===== src/rtl/mux_nne1_regjistruar.sv =====
// Registered N-to-1 bus multiplexer with valid/ready on every channel and on the output.
// Channel choice is either direct (S) or round-robin over valid channels starting at ptr.
module mux_nne1_regjistruar #(
   parameter int WIDTH = 16,
   parameter int N     = 4,
   localparam int SW   = $clog2(N)
) (
   input  logic                 Clock,
   input  logic                 Reset,
   input  logic [N*WIDTH-1:0]   Hyrja,
   input  logic [N-1:0]         HyrjaValid,
   output logic [N-1:0]         HyrjaReady,
   input  logic [SW-1:0]        S,
   input  logic                 Modi,
   output logic [WIDTH-1:0]     Dalja,
   output logic                 DaljaValid,
   input  logic                 DaljaReady,
   output logic [SW-1:0]        Kanali
);

   logic [WIDTH-1:0] dalja_q, dalja_d;
   logic             valid_q, valid_d;
   logic [SW-1:0]    kanali_q, kanali_d;
   logic [SW-1:0]    ptr_q, ptr_d;

   logic             free_s;
   logic             grant_vld_s;
   logic [SW-1:0]    grant_s;
   logic             xfer_s;

   // Reset blocks all consumption so nothing is lost while the output is being cleared.
   assign free_s = !Reset && (!valid_q || DaljaReady);
   assign xfer_s = free_s && grant_vld_s;

   // Grant selection: direct index or first valid channel at/after ptr, wrapping at N.
   always_comb begin
      int idx;
      grant_vld_s = 1'b0;
      grant_s     = {SW{1'b0}};
      idx         = 0;
      if (!Modi) begin
         if (int'(S) < N) begin
            if (HyrjaValid[S]) begin
               grant_vld_s = 1'b1;
               grant_s     = S;
            end else begin
               grant_vld_s = 1'b0;
            end
         end else begin
            grant_vld_s = 1'b0;
         end
      end else begin
         for (int i = 0; i < N; i++) begin
            idx = int'(ptr_q) + i;
            if (idx >= N) begin
               idx = idx - N;
            end else begin
               idx = idx;
            end
            if (!grant_vld_s && HyrjaValid[idx]) begin
               grant_vld_s = 1'b1;
               grant_s     = SW'(idx);
            end else begin
               grant_vld_s = grant_vld_s;
            end
         end
      end
   end

   // One-hot ready toward the granted channel only when the output register can take a word.
   always_comb begin
      HyrjaReady = {N{1'b0}};
      for (int k = 0; k < N; k++) begin
         HyrjaReady[k] = xfer_s && (grant_s == SW'(k));
      end
   end

   // Next-state of the output register and round-robin pointer.
   always_comb begin
      dalja_d  = dalja_q;
      valid_d  = valid_q;
      kanali_d = kanali_q;
      ptr_d    = ptr_q;
      if (xfer_s) begin
         dalja_d  = Hyrja[int'(grant_s)*WIDTH +: WIDTH];
         kanali_d = grant_s;
         valid_d  = 1'b1;
         if (Modi) begin
            ptr_d = (grant_s == SW'(N-1)) ? {SW{1'b0}} : grant_s + SW'(1);
         end else begin
            ptr_d = ptr_q;
         end
      end else if (free_s) begin
         valid_d = 1'b0;
      end else begin
         valid_d = valid_q;
      end
   end

   // State registers with synchronous reset.
   always_ff @(posedge Clock) begin
      if (Reset) begin
         dalja_q  <= {WIDTH{1'b0}};
         valid_q  <= 1'b0;
         kanali_q <= {SW{1'b0}};
         ptr_q    <= {SW{1'b0}};
      end else begin
         dalja_q  <= dalja_d;
         valid_q  <= valid_d;
         kanali_q <= kanali_d;
         ptr_q    <= ptr_d;
      end
   end

   assign Dalja      = dalja_q;
   assign DaljaValid = valid_q;
   assign Kanali     = kanali_q;

endmodule


===== config.mk =====
export PLATFORM = sky130hd
export DESIGN_NAME = mux_nne1_regjistruar
export DESIGN_NICKNAME = d
export VERILOG_FILES = /design/src/rtl/mux_nne1_regjistruar.sv
export SDC_FILE = /design/constraint.sdc
export NUM_CORES = 1
export LEC_CHECK = 0
export CAP_MARGIN = 20
export CORE_UTILIZATION = 34
export CTS_CLUSTER_DIAMETER = 30
export DETAILED_ROUTE_END_ITERATION = 8
export GPL_TIMING_DRIVEN = 0
export PLACE_DENSITY = 0.74
export SLEW_MARGIN = 20
export SYNTH_ARGS = -nofsm -noshare
export SYNTH_HDL_FRONTEND = slang
export SYNTH_SLANG_ARGS = --single-unit

===== constraint.sdc =====
create_clock -name Clock -period 4.7 [get_ports Clock]
set_input_delay 0.47 -clock Clock [delete_from_list [all_inputs] [get_ports Clock]]
set_output_delay 0.47 -clock Clock [all_outputs]
set_load 0.02 [all_outputs]

==> results.env <==
COUNT_OF_NETS_LEFT_WITH_ANTENNA_VIOLATIONS_AFTER_DETAIL_ROUTING=0
DRT-WIRELENGTH-PER-CELL_UM=15.1
SLEW_VIOL_FINAL=0
CLOCK_TREE.HTREE_LEVEL_COUNT=1
SYNTH.NET_COUNT=235
CTS.HOLD.BUFFERS_ADDED=0
GRT_ANTENNA_BEFORE_REPAIR=0
AREA_GROWTH_SYN_TO_FIN_PCT=65.5
TNS_PS=0
GP_CONGESTION=0.751
WORST_PIN_SLEW_PS=474
SYN_INST=161
ASYNC_FLOP_SHARE_PCT=0
DP_HPWL_UM=3680
DIE_AREA_UM2=5050
FINALCRITPERIODSHARE_PCT=74.5
OUTCOME='finished, violations left'
CELLPOWERDENSITY_nW_PER_UM2=240
FINALWIRELENGTH_UM=4700
NETLIST-CELL-TYPE-COUNT=38
CTSROOTBUFFERMASTER='clkbuf_8'
CLK_PATH_BUF_DEPTH=2
GRT_REMAINING_OVERFLOW=0
PLACEABLECOREAREA_UM2=4470
NETLIST_AREA_UM2=1620
POST_CTS_RESIZE_COUNT=0
VIOLATED_CHECKS='DRC'
MIN-DELAY-PATH-CLASS='input port to register'
CP_DATA_ARRIVAL_TIME_PS=3030
CLK-INSERTION-DELAY-LATE_PS=260
PERIOD_NEEDED_PS=3500
DRT_ITER0_MARKERS=68
LAYOUT.CORE_UTILIZATION_PCT=60.0
SYNTH-EDFF-COUNT=0
PORT-BUFFER-COUNT=95
MAXIMUM_NUMBER_OF_PINS_ON_ONE_NET_BEFORE_GLOBAL_ROUTE_REPAIR=13
PRECTSSETUPSLACK_PS=1190
FINAL_COMMON_CELL='clkdlybuf4s50_1'
CLKSINKCOUNT=21
PEAKVDDDROP_mV=0.195
NUMCTSBUFFERS=3
WORST_SETUP_SLACK_AFTER_LAYOUT_PS=1200
ACHIEVABLE-FREQUENCY_MHz=285
SYNTH.TOP_CELLS.BY_AREA='dfxtp_1 26%, mux2i_1 12%, o2111ai_2 9.3%'
POWER_LEAKAGE_nW=0.982
RSZ0062_AT_GRT='no'
YS_SEQ_ELEMENTS=21
TIMING.CRITICAL_PATH.REQUIRED_PS=4230
DOMINANTREGCELLSYNTH='dfxtp_1'
HOLD_VIOL_FINAL=0
GRT_USE_TOTAL_PCT=19.8
TIMING_WORST_SETUP_PATH_TYPE='input port to output port'
SHARE_OF_FINAL_LAYOUT_STANDARD_CELLS_STRONGER_THAN_DRIVE_STRENGTH_1_PCT=18.1
SYNTH_SEQ_AREA_SHARE_PCT=25.9
SETUP_VIOLATION_TOTAL_IN_THE_FINAL_TIMING_REPORT=0
POST_DRT_VIA_CELL_RATIO=5.06
ROUTED-VIA-COUNT=1578
YOSYSWARNINGCOUNT=0
AVGSYNTHCELLAREA_UM2=10.1
INITIAL_CORE_UTIL_PCT=36.2
GRT_PASS1_VIAS=1613
DIE_HEIGHT_UM=71.1
CLKSLEWWORSTSETUPHOLDPATHS_PS=90
DESIGN.FINAL.NETS=335
N_ANTENNA_CELL=0
TRITONCTS_CLOCK_TREE='built'
CTS_SETUP_BUFFERS=0
NETLIST.AREA_LEADER.SHARE_PCT=25.9
POST-SYNTH-TOP-AREA-CELL='dfxtp_1'
CLOCK-SKEW-FINAL_PS=4.80
STARTPOINT_TYPE='input port'
MOSTFREQUENTLAYOUTCELLS='95 x clkdlybuf4s50_1, 21 x dfxtp_1, 20 x nand2_1, 20 x mux2i_1, 18 x nand2b_1'
CRIT_FANOUT=10
FLOORPLAN.DIE.WIDTH_UM=71.1
GRT_PASS1_WL_UM=7890
CRIT_PATH_END_KIND='output port'
DETAIL_ROUTE.DRC_VIOLATIONS=3
FIRSTDRTPASSITERS=6
CAP_VIOLATIONS=0
WORST_SLEW_MARGIN_RELATIVE_TO_ITS_LIMIT_PCT=68.4
NUMBER_OF_PRIMARY_I_O_PINS=97
FLOORPLAN.ROWS=24
==> cell usage after synthesis (2+ instances only) <==
library cell,instances
inv_1,2
buf_6,7
nor2_1,8
or2b_1,2
o2111ai_1,6
nand2_1,20
dfxtp_1,21
and3_1,2
o211ai_1,6
a21oi_1,3
mux2i_1,20
buf_2,2
o2111ai_2,10
o211ai_2,10
nand3_1,2
nand2b_1,18
==> worst max-delay path, cell delays in order <==
cell	delay [ps]
clkdlybuf4s50_1	540
nor2b_4	190
a311oi_2	360
o32ai_4	190
buf_6	200
buf_6	150
nor4_2	280
clkdlybuf4s50_1	650
==> per-stage QoR <==
stage / area [um2] / power, mW / hold slack [ps] / cells
after floorplan: 1620 / 0.386 / 543 / 161
after global placement: 2640 / 0.522 / 444 / 308
after detailed placement: 2640 / 0.527 / 449 / 308
after CTS: 2680 / 0.651 / 413 / 312
after global routing: 2680 / 0.682 / 420 / 312
final: 2680 / 0.644 / 415 / 312
==> area by class of cell <==
type | count | area [um2]
timing repair buffer | 95 | 951
multi-input combinational | 126 | 1070
tap | 52 | 65.1
buffer | 11 | 116
fill | 395 | 1790
inverter | 3 | 11.3
sequential | 21 | 420
clock buffer | 3 | 41.3
clock inverter | 1 | 5.00
==> sequential cells by signal, indices dropped and copies added, names as in the netlist <==
register and flops:
ptr_q 2, DaljaValid 1, Dalja 16, Kanali 2
==> final timing paths <==
| kind | endpoint | slack (ps) | start | depth (start not counted) |
|---|---|---|---|---|
| setup / recovery | HyrjaReady[0] | 1200 | HyrjaValid[2] | 8 |
| hold / removal | DaljaValid | 420 | Reset | 2 |
| setup reg to reg | Dalja[3] | 2780 | ptr_q[0] | 6 |
| hold reg to reg | Dalja[11] | 470 | Dalja[11] | 2 |
==> metal layers <==
metal	share of wire (%)	GRT usage (%)
met3	7.3	6.27
met2	49	33.1
met5	0	0
met1	43	25.7
met4	0.47	2.22
==> cells by family (layout without fill, tap and decap cells) <==
group | count (synthesis) | in the layout | synth area share [%]
simple gates | 61 | 61 | 21.6
compound gates | 43 | 43 | 31.0
mux | 21 | 21 | 13.0
flops | 21 | 21 | 25.9
buf+inv | 14 | 113 | 7.87
xor+xnor | 1 | 1 | 0.540
==> report_power, final <==
group,leakage (nW),internal (mW),switching (mW)
Clock,0.0255,0.0592,0.0649
Sequential,0.174,0.203,0.0141
Combinational,0.783,0.163,0.140
Total,0.982,0.425,0.219
Note: power is estimated with default switching activity, not from simulation.
